## config.mk

```make
export PLATFORM = sky130hd
export DESIGN_NAME = led_sequencer
export DESIGN_NICKNAME = d
export VERILOG_FILES = /design/src/rtl/led_seq_pkg.sv /design/src/rtl/led_seq_channel.sv /design/src/rtl/led_sequencer.sv
export SDC_FILE = /design/constraint.sdc
export NUM_CORES = 1
export LEC_CHECK = 0
export ABC_AREA = 1
export CAP_MARGIN = 20
export CORE_MARGIN = 2
export CORE_UTILIZATION = 60
export CTS_BUF_LIST = sky130_fd_sc_hd__clkbuf_16
export CTS_CLUSTER_SIZE = 25
export DETAILED_ROUTE_END_ITERATION = 8
export MAX_ROUTING_LAYER = met4
export PLACE_DENSITY = 0.77
export SKIP_LAST_GASP = 1
export SLEW_MARGIN = 20
export SYNTH_ARGS = -nofsm -noshare
export SYNTH_HDL_FRONTEND = slang
export SYNTH_SLANG_ARGS = --single-unit
```

## constraint.sdc

```tcl
create_clock -name clk -period 1.8 [get_ports clk]
set_input_delay 0.36 -clock clk [delete_from_list [all_inputs] [get_ports clk]]
set_output_delay 0.36 -clock clk [all_outputs]
set_load 0.01 [all_outputs]
```

## src/rtl/led_seq_pkg.sv

```systemverilog
// Shared mode and color definitions for the dual RGB LED sequencer.
package led_seq_pkg;

    typedef enum logic [1:0] {
        MODE_OFF     = 2'd0,
        MODE_CYCLE   = 2'd1,
        MODE_BREATHE = 2'd2
    } mode_e;

    localparam logic [2:0] COLOR_BLUE  = 3'b001;
    localparam logic [2:0] COLOR_GREEN = 3'b010;
    localparam logic [2:0] COLOR_RED   = 3'b100;
    localparam logic [2:0] COLOR_RESET = COLOR_BLUE;

    // Any non one-hot value recovers to blue.
    function automatic logic [2:0] next_color(input logic [2:0] c);
        case (c)
            COLOR_BLUE:  next_color = COLOR_GREEN;
            COLOR_GREEN: next_color = COLOR_RED;
            default:     next_color = COLOR_BLUE;
        endcase
    endfunction

endpackage

```

## src/rtl/led_seq_channel.sv

```systemverilog
// One LED channel: press-driven mode FSM, duty select, PWM compare, output register.
// LED_SEQ_BREATHE_EN enables the BREATHE mode step in the FSM.
module led_seq_channel
    import led_seq_pkg::*;
#(
    parameter int PWM_WIDTH  = 8,
    parameter int CYCLE_DUTY = 127
) (
    input  logic                 clk,
    input  logic                 resetn,
    input  logic                 press,
    input  logic [2:0]           color,
    input  logic [PWM_WIDTH-1:0] fade_lvl,
    input  logic [PWM_WIDTH-1:0] pwm_cnt,
    output logic [1:0]           mode,
    output logic [2:0]           rgb
);

    localparam logic [PWM_WIDTH-1:0] CYCLE_DUTY_W = PWM_WIDTH'(CYCLE_DUTY);

    mode_e                mode_q, mode_d;
    logic [2:0]           rgb_q, rgb_d;
    logic [PWM_WIDTH-1:0] duty;

    always_comb begin
        mode_d = mode_q;
        case (mode_q)
            MODE_OFF: begin
                if (press) mode_d = MODE_CYCLE;
            end
            MODE_CYCLE: begin
`ifdef LED_SEQ_BREATHE_EN
                if (press) mode_d = MODE_BREATHE;
`else
                if (press) mode_d = MODE_OFF;
`endif
            end
`ifdef LED_SEQ_BREATHE_EN
            MODE_BREATHE: begin
                if (press) mode_d = MODE_OFF;
            end
`endif
            default: mode_d = MODE_OFF;
        endcase
    end

    // Duty comes from the current mode, so a press shows on the pins one clock after the mode changes.
    always_comb begin
        duty = '0;
        case (mode_q)
            MODE_CYCLE:   duty = CYCLE_DUTY_W;
            MODE_BREATHE: duty = fade_lvl;
            default:      duty = '0;
        endcase
        rgb_d = color & {3{pwm_cnt < duty}};
    end

    always_ff @(posedge clk or negedge resetn) begin
        if (!resetn) begin
            mode_q <= MODE_OFF;
            rgb_q  <= 3'b000;
        end else begin
            mode_q <= mode_d;
            rgb_q  <= rgb_d;
        end
    end

    assign mode = mode_q;
    assign rgb  = rgb_q;

endmodule

```

## src/rtl/led_sequencer.sv

```systemverilog
// Dual RGB LED mode controller with shared color rotation, fade ramp and PWM counter.
// LED_SEQ_BREATHE_EN adds the fade generator and the BREATHE mode.
module led_sequencer
    import led_seq_pkg::*;
#(
    parameter int COLOR_DIV  = 62500000,
    parameter int FADE_DIV   = 244140,
    parameter int PWM_WIDTH  = 8,
    parameter int CYCLE_DUTY = 127
) (
    input  logic       clk,
    input  logic       resetn,
    input  logic [1:0] btn_db,
    output logic [2:0] led0_rgb,
    output logic [2:0] led1_rgb,
    output logic [1:0] mode0,
    output logic [1:0] mode1
);

    localparam int COLOR_CW = $clog2(COLOR_DIV);

    logic [1:0]           btn_q, btn_d;
    logic [1:0]           press;
    logic [COLOR_CW-1:0]  color_cnt_q, color_cnt_d;
    logic [2:0]           color_q, color_d;
    logic                 color_tick;
    logic [PWM_WIDTH-1:0] pwm_cnt_q, pwm_cnt_d;
    logic [PWM_WIDTH-1:0] fade_lvl;

    // A button held through reset release reads as a press because btn_q starts at zero.
    always_comb begin
        btn_d       = btn_db;
        press       = btn_db & ~btn_q;
        color_tick  = (color_cnt_q == COLOR_CW'(COLOR_DIV - 1));
        color_cnt_d = color_tick ? '0 : color_cnt_q + 1'b1;
        color_d     = color_tick ? next_color(color_q) : color_q;
        pwm_cnt_d   = pwm_cnt_q + 1'b1;
    end

    always_ff @(posedge clk or negedge resetn) begin
        if (!resetn) begin
            btn_q       <= 2'b00;
            color_cnt_q <= '0;
            color_q     <= COLOR_RESET;
            pwm_cnt_q   <= '0;
        end else begin
            btn_q       <= btn_d;
            color_cnt_q <= color_cnt_d;
            color_q     <= color_d;
            pwm_cnt_q   <= pwm_cnt_d;
        end
    end

`ifdef LED_SEQ_BREATHE_EN
    localparam int FADE_CW = (FADE_DIV > 1) ? $clog2(FADE_DIV) : 1;
    localparam logic [PWM_WIDTH-1:0] LVL_MAX = {PWM_WIDTH{1'b1}};
    localparam logic [PWM_WIDTH-1:0] LVL_ONE = PWM_WIDTH'(1);

    logic [FADE_CW-1:0]   fade_cnt_q, fade_cnt_d;
    logic [PWM_WIDTH-1:0] fade_lvl_q, fade_lvl_d;
    logic                 fade_up_q, fade_up_d;
    logic                 fade_tick;

    // Direction flips on the same tick the level lands on an end, so the ramp never wraps.
    always_comb begin
        fade_tick  = (fade_cnt_q == FADE_CW'(FADE_DIV - 1));
        fade_cnt_d = fade_tick ? '0 : fade_cnt_q + 1'b1;
        fade_lvl_d = fade_lvl_q;
        fade_up_d  = fade_up_q;
        if (fade_tick) begin
            if (fade_up_q) begin
                if (fade_lvl_q != LVL_MAX) fade_lvl_d = fade_lvl_q + 1'b1;
                if (fade_lvl_q >= LVL_MAX - LVL_ONE) fade_up_d = 1'b0;
            end else begin
                if (fade_lvl_q != '0) fade_lvl_d = fade_lvl_q - 1'b1;
                if (fade_lvl_q <= LVL_ONE) fade_up_d = 1'b1;
            end
        end
    end

    always_ff @(posedge clk or negedge resetn) begin
        if (!resetn) begin
            fade_cnt_q <= '0;
            fade_lvl_q <= '0;
            fade_up_q  <= 1'b1;
        end else begin
            fade_cnt_q <= fade_cnt_d;
            fade_lvl_q <= fade_lvl_d;
            fade_up_q  <= fade_up_d;
        end
    end

    assign fade_lvl = fade_lvl_q;
`else
    assign fade_lvl = '0;
`endif

    led_seq_channel #(
        .PWM_WIDTH (PWM_WIDTH),
        .CYCLE_DUTY(CYCLE_DUTY)
    ) u_ch0 (
        .clk     (clk),
        .resetn  (resetn),
        .press   (press[0]),
        .color   (color_q),
        .fade_lvl(fade_lvl),
        .pwm_cnt (pwm_cnt_q),
        .mode    (mode0),
        .rgb     (led0_rgb)
    );

    led_seq_channel #(
        .PWM_WIDTH (PWM_WIDTH),
        .CYCLE_DUTY(CYCLE_DUTY)
    ) u_ch1 (
        .clk     (clk),
        .resetn  (resetn),
        .press   (press[1]),
        .color   (color_q),
        .fade_lvl(fade_lvl),
        .pwm_cnt (pwm_cnt_q),
        .mode    (mode1),
        .rgb     (led1_rgb)
    );

endmodule

```

==> summary.txt, run 1 <==
Yosys
  • Most common flop cell mapped by yosys: dfrtp_1
  • Synth top area share: 42.8%
  • Async set-reset flop share out of synthesis: 100%
  • Yosys warnings: 0
  • Mean post-synth cell area: 7.60 µm²
  • Top post-synthesis cells by area: dfrtp_1 (43%), nand2_1 (14%), nor2_1 (8.9%)
  • Dominant cell by count in the synthesized netlist: nand2_1
  • Post-synth EDFFs: 0
  • Distinct cells, synth: 23
  • Leading area contributor after synthesis: dfrtp_1
  • Register area share after synthesis: 43.7%
  • Post-synth top cells: nand2_1 (103), nor2_1 (64), inv_1 (47)
  • Post-Syn Instances: approximately 350
  • Synth Register Bits: 47
  • Post-synth design cell area: 0.00269 mm²

Critical path
  • Crit Path Class: flop to flop
  • Crit path required time: 1.97 ns
  • Worst Path Max Fanout: 3
  • Reg-to-reg startpoint: color_cnt_q[0]$_DFF_PN0_
  • Crit path capture type: flop
  • Reg2reg setup slack: around 0.24 ns
  • Critical Path AT: 1.73 ns
  • R2R Path End: color_cnt_q[10]$_DFF_PN0_
  • CP Launch Type: flop
  • Worst reg-to-reg path cell count: 8

Power and ir drop
  • Total Power: 0.00257 W
  • Sw Pwr: 0.000661 W
  • Pint: 0.00191 W
  • P_leak: 1.53 nW
  • Worst VDD drop: between 0.0006 and 0.0007 V
  • Gate power share: roughly 18%
  • Sw Share: around a quarter
  • Clk network pwr share: about two fifths
  • Flop pwr share: 42.5%
  • PD cells: 849 mW/mm²

Drt
  • Antenna Nets Post-Route: 0
  • DRT Wirelength: 5.12 mm
  • Via count: 2153
  • Wire length per cell: 12.1 µm
  • Remaining DRCs: 0
  • Drt pass-1 iters: 4
  • DR iter-0 viols: 141
  • Vias/cell: 5.08

Place
  • Dpl hpwl: ~3.8 mm
  • Gpl congestion: 0.928
  • PortBufs: 11

Finish
  • Fill cell count: around 360
  • P&R area growth vs syn: 12.6%
  • Sequential cell area: 0.00118 mm²
  • Multi-input logic area: 0.00132 mm²
  • N_diodes: 0
  • Share of cells above drive strength 1: 7.80%
  • Number of nets in the layout: 389

STA
  • Final Setup Violations: 0
  • Unrepaired setup endpoints after global routing: false
  • Final Hold Viols: 0
  • Sum Neg Setup Slack: 0 ns
  • Fmax achieved: 640 MHz
  • Minimum clock period: 1.56 ns
  • Clock Skew: roughly 0.0044 ns
  • Fin. max-slew vios: 0
  • Final period util: 86.7%

CTS
  • TritonCTS clock tree: done
  • Reg clk slew, reported paths: 0.06 ns
  • Number of setup buffers added after CTS: 0
  • Htree depth: 2
  • Post_cts resized: 0
  • Clock sink count: 47
  • Cts hold-fix bufs: 0
  • Clock root cell: clkbuf_16
  • TritonCTS buffer count: 5
  • CTS Buffer Depth: 2
  • Worst-skew pair later-pin latency: 0.28 ns

Global routing
  • GR met3 Demand/Resource: 4.84%
  • Initial antenna violation count: 0
  • Total Routing Usage GR: between 20% and 30%
  • Global-route wire length before repair: 8.73 mm
  • Global route overflow: 0
  • Grt met2 use: 35.6%
  • Vias in the first global route: around 2k
  • GRT Max-Usage Layer: met2
  • Met1 Usage GRT: between 30% and 40%
  • Largest net degree at the start of global routing: 48

Floorplan
  • Core area: ~0.0043 mm²
  • Die width: 71.0 µm
  • Die footprint: between 0.005 and 0.006 mm²
  • Num ports: 14
  • Height of the die: between 70 and 80 µm
  • Std cell rows: 24
  • Initial Utilization: 62.2%

Run status
  • Status: complete, no violations

Min path
  • Hold WC Path Type: input port to asynchronous set/reset pin

Run
  • Max Cap Viol: 0
[flip-flops by register name (all words and copies together), names as in the netlist]
signal / cells
color_cnt_q: 26
pwm_cnt_q: 8
color_q: 3
u_ch0.rgb: 3
u_ch1.rgb: 3
btn_q: 2
u_ch0.mode: 1
u_ch1.mode: 1
[kinds of logic (layout without fill, tap and decap cells)]
family                   after synthesis  after routing  synth area share, %
AO/OA/AOI/OAI                          9              9                 1.77
XOR/XNOR                              19             19                 6.18
flip-flops                            47             47                 43.7
AND/OR/NAND/NOR                      213            213                 34.2
adder cells (fa/ha/maj)               14             14                 6.51
buffers and inverters                 51             68                 7.44
other                                  1              2                0.139
[layout by cell type (no fill, tap or decap)]
| cell | count |
|---|---|
| a21oi_1 | 5 |
| buf_12 | 1 |
| buf_2 | 1 |
| bufinv_16 | 1 |
| clkbuf_16 | 5 |
| clkdlybuf4s50_1 | 10 |
| clkinvlp_4 | 1 |
| conb_1 | 2 |
| dfrtp_1 | 46 |
| dfstp_2 | 1 |
| ha_1 | 14 |
| inv_1 | 48 |
| inv_2 | 1 |
| nand2_1 | 103 |
| nand2_2 | 4 |
| nand2_4 | 1 |
| nand3_1 | 14 |
| nand3b_1 | 3 |
| nand4_1 | 3 |
| nor2_1 | 64 |
| nor2_2 | 8 |
| nor2_4 | 5 |
| nor3_1 | 8 |
| o21ai_0 | 3 |
| o21bai_1 | 1 |
| xnor2_1 | 1 |
| xor2_1 | 18 |
[through the flow]
stage	hold WS (ns)	area, µm²	instances	setup WS (ns)	util (%)
2_1_floorplan	0.0644	2700	355	0.409	-
3_3_place_gp	0.360	2870	416	0.288	66.3
3_5_place_dp	0.368	2870	416	0.252	66.3
4_1_cts	0.0708	3030	424	0.227	70.1
5_1_grt	0.0773	3030	424	0.0772	70.1
6_report	0.0596	3030	424	0.239	70.1
[worst max-delay path, stage by stage, from the launching register on]
cell     delay, ns
dfrtp_1       0.37
ha_1          0.17
nand2_1       0.08
nor2_1        0.20
nand4_1       0.15
nor2_1        0.20
nand2_1       0.09
inv_1         0.12
nor2_1        0.06
[layer usage]
| layer | share of wire [%] | vias to the layer above |
|---|---|---|
| li1 | - | 1111 |
| met1 | 48 | 983 |
| met2 | 47 | 51 |
| met3 | 4.3 | 8 |
| met4 | 1.4 | 0 |
| met5 | 0 | - |
[final cells by class]
class	instances	area share, %
Timing Repair Buffer	12	4.13
Sequential cell	47	38.8
Clock inverter	3	1.36
Multi-Input combinational cell	257	43.5
Clock buffer	5	4.13
Tap cell	52	2.15
Inverter	48	5.94
[power by group through the flow]
stage          Clock [W]  Sequential (W)  Combinational (W)
6_report         0.00102         0.00109           0.000457
5_1_grt          0.00109         0.00110           0.000533
4_1_cts          0.00105         0.00109           0.000463
3_5_place_dp           0         0.00111           0.000461
3_3_place_gp           0         0.00111           0.000432
2_1_floorplan          0         0.00112           0.000296
[worst max-delay path by stage]
stage,startpoint,endpoint,cells after the start
5_1_grt,color_cnt_q[0]$_DFF_PN0_,color_cnt_q[10]$_DFF_PN0_,8
4_1_cts,color_cnt_q[0]$_DFF_PN0_,color_cnt_q[10]$_DFF_PN0_,8
3_3_place_gp,color_cnt_q[0]$_DFF_PN0_,color_cnt_q[10]$_DFF_PN0_,8
3_5_place_dp,color_cnt_q[0]$_DFF_PN0_,color_cnt_q[10]$_DFF_PN0_,8
6_report,color_cnt_q[0]$_DFF_PN0_,color_cnt_q[10]$_DFF_PN0_,8
2_1_floorplan,u_ch1.mode[0]$_DFFE_PN0P_,u_ch1.rgb[0]$_DFF_PN0_,7
(Power assumes the default switching activity.)
==> run 2: changes to the inputs <==
--- a/config.mk
+++ b/config.mk
@@ -12,8 +12,10 @@
 export CTS_BUF_LIST = sky130_fd_sc_hd__clkbuf_16
 export CTS_CLUSTER_SIZE = 25
 export DETAILED_ROUTE_END_ITERATION = 8
+export DONT_BUFFER_PORTS = 1
 export MAX_ROUTING_LAYER = met4
-export PLACE_DENSITY = 0.77
+export PLACE_DENSITY = 0.73
+export RECOVER_POWER = 50
 export SKIP_LAST_GASP = 1
 export SLEW_MARGIN = 20
 export SYNTH_ARGS = -nofsm -noshare
==> run 2 against run 1 <==
Maximum frequency is 3.4% lower. Total power rose by 0.25%. Utilization is 1.9 points lower. Largest cell class unchanged.
==> summary.txt, run 2 (synthesis results as in run 1) <==
STA
  • Final Setup Violations: 0
  • Final Hold Viols: 0
  • Fin. max-slew vios: 0
  • Fmax achieved: 619 MHz
  • Final period util: about 90%
  • Worst setup margin: 0.184 ns
  • Hold slack: 0.103 ns
  • Clock Skew: 0.00490 ns
  • Minimum clock period: 1.62 ns
  • Max_slew headroom: 31.7%
  • Worst Tran Pin Value: 1.02 ns
  • Unrepaired setup endpoints after global routing: true

Critical path
  • CP max stage cell: dfrtp_1
  • CP Buf/Inv Count: 1
  • Crit path largest cell delay: 0.41 ns
  • Reg-to-reg startpoint: u_ch1.mode[0]$_DFFE_PN0P_
  • CP top delay family: flip-flops
  • Critical path cell sequence: inv_1 -> ha_1 -> a21oi_1 -> nor2_1 -> nor3_1 -> nand2_1 -> nor2_1
  • Reg2reg setup slack: roughly 0.18 ns
  • Worst reg-to-reg path cell count: 7
  • Crit path required time: 2.01 ns
  • Crit Path Class: flop to flop
  • R2R Path End: u_ch1.rgb[0]$_DFF_PN0_
  • Critical Path AT: 1.83 ns
  • Worst Path Max Fanout: 8
  • Crit-path most repeated cell: nor2_1
  • CP Launch Type: flop
  • Crit path capture type: flop

CTS
  • Clock root cell: clkbuf_16
  • TritonCTS clock tree: done
  • Clock sink count: 47
  • Htree depth: 2
  • Reg clk slew, reported paths: around 0.060 ns
  • TritonCTS buffer count: 5
  • CTS Buffer Depth: 2
  • Worst-skew pair later-pin latency: roughly 0.28 ns

Run
  • Max Cap Viol: 0

Place
  • Dpl hpwl: 3.89 mm
  • Gpl congestion: approximately 0.87
  • Worst slack at placement: 0.184 ns
  • PortBufs: 0
  • Area after DPL: 0.00275 mm²

Global routing
  • Total Routing Usage GR: roughly 24%
  • Initial antenna violation count: 0
  • Largest net degree at the start of global routing: 48
  • Global-route wire length before repair: about 9.4 mm
  • Vias in the first global route: 2042
  • Global route overflow: 0

Power and ir drop
  • Worst VDD drop: 0.000693 V
  • PD cells: 874 mW/mm²
  • P_leak: 1.49 nW
  • Total Power: 0.00258 W

Drt
  • Antenna Nets Post-Route: 0
  • Via count: 2117
  • Remaining DRCs: 0
  • Drt pass-1 iters: 4
  • Wire length per cell: roughly 13 µm
  • DRT Wirelength: 5.21 mm
  • Vias/cell: 5.10
  • DR iter-0 viols: 66

Finish
  • Number of nets in the layout: between 300 and 400
  • Most frequent cells in the layout: nand2_1 (103), nor2_1 (63), inv_1 (46), dfrtp_1 (46), xor2_1 (18)
  • Number of flip-flops in the largest register: 26
  • Most common cell after layout, fill and taps aside: nand2_1
  • Multi-input logic area: 0.00132 mm²
  • Largest register by flop count: color_cnt_q
  • Share of cells above drive strength 1: 8.82%
  • Biggest registers after layout: color_cnt_q (26), pwm_cnt_q (8)
  • N_diodes: 0
  • P&R area growth vs syn: 9.67%
  • Final Cell Area: 0.00295 mm²
  • Fill cell count: 370
  • Sequential cell area: 0.00118 mm²

Min path
  • Hold Path Depth: 0
  • Hold path startpoint: btn_db[0]
  • Hold WC Path Type: input port to flop
  • Hold Path Sink: btn_q[0]$_DFF_PN0_

Floorplan
  • Initial Utilization: 62.2%
  • Num ports: 14
  • Die footprint: 0.00504 mm²
  • Height of the die: 71.0 µm
  • Std cell rows: 24
  • Die width: slightly above 70 µm
  • Core area: 0.00432 mm²

Run status
  • Status: complete, no violations
[run 2: changes by cell type in the layout (fill, tap and decap cells not counted), sizes merged]
cell / change
inv: -2
clkinvlp: +1
buf: +1
clkdlybuf4s50: -10
dlygate4sd3: +1
[run 2: final cells by class]
class,count,share of cell area [%]
Sequential cell,47,39.9
Tap cell,52,2.20
Inverter,48,6.23
Multi-Input combinational cell,257,44.7
Timing Repair Buffer,4,1.44
Clock buffer,5,4.24
Clock inverter,2,1.27
[run 2: metal layers]
metal / share of wire, % / GRT usage [%] / vias to the layer above
li1: - / - / 1094
met1: 46 / 31.4 / 974
met2: 48 / 39.1 / 45
met3: 4.7 / 4.84 / 4
met4: 0.94 / 6.08 / 0
met5: 0 / - / -
[run 2: timing repair]
item | CTS | global route
setup buffers | 0 | 1
endpoints found under the setup margin | 0 | 5
hold buffers | 2 | 0
resized for setup | 0 | 2
hold endpoints to repair | 47 | 0
[run 2: through the flow]
stage	util [%]	setup TNS [ns]	instances
2_1_floorplan	-	0	355
3_3_place_gp	63.5	0	405
3_5_place_dp	63.5	0	405
4_1_cts	68.2	0	414
5_1_grt	68.3	-0.0298	415
6_report	68.3	0	415
[run 2: how the worst max path moves through the flow]
| stage | startpoint | endpoint | slack, ns | cells past startpoint |
|---|---|---|---|---|
| 2_1_floorplan | u_ch1.mode[0]$_DFFE_PN0P_ | u_ch1.rgb[0]$_DFF_PN0_ | 0.41 | 7 |
| 3_3_place_gp | u_ch0.mode[0]$_DFFE_PN0P_ | u_ch0.rgb[0]$_DFF_PN0_ | 0.24 | 7 |
| 3_5_place_dp | u_ch0.mode[0]$_DFFE_PN0P_ | u_ch0.rgb[0]$_DFF_PN0_ | 0.18 | 7 |
| 4_1_cts | u_ch0.mode[0]$_DFFE_PN0P_ | u_ch0.rgb[0]$_DFF_PN0_ | 0.17 | 7 |
| 5_1_grt | u_ch0.mode[0]$_DFFE_PN0P_ | u_ch0.rgb[0]$_DFF_PN0_ | -0.02 | 10 |
| 6_report | u_ch1.mode[0]$_DFFE_PN0P_ | u_ch1.rgb[0]$_DFF_PN0_ | 0.18 | 7 |
[run 2: report_power, final]
| group | switching (W) | total (W) | internal (W) |
|---|---|---|---|
| combinational | 0.000271 | 0.000452 | 0.000181 |
| sequential | 0.0000349 | 0.00112 | 0.00108 |
| clock | 0.000364 | 0.00101 | 0.000646 |
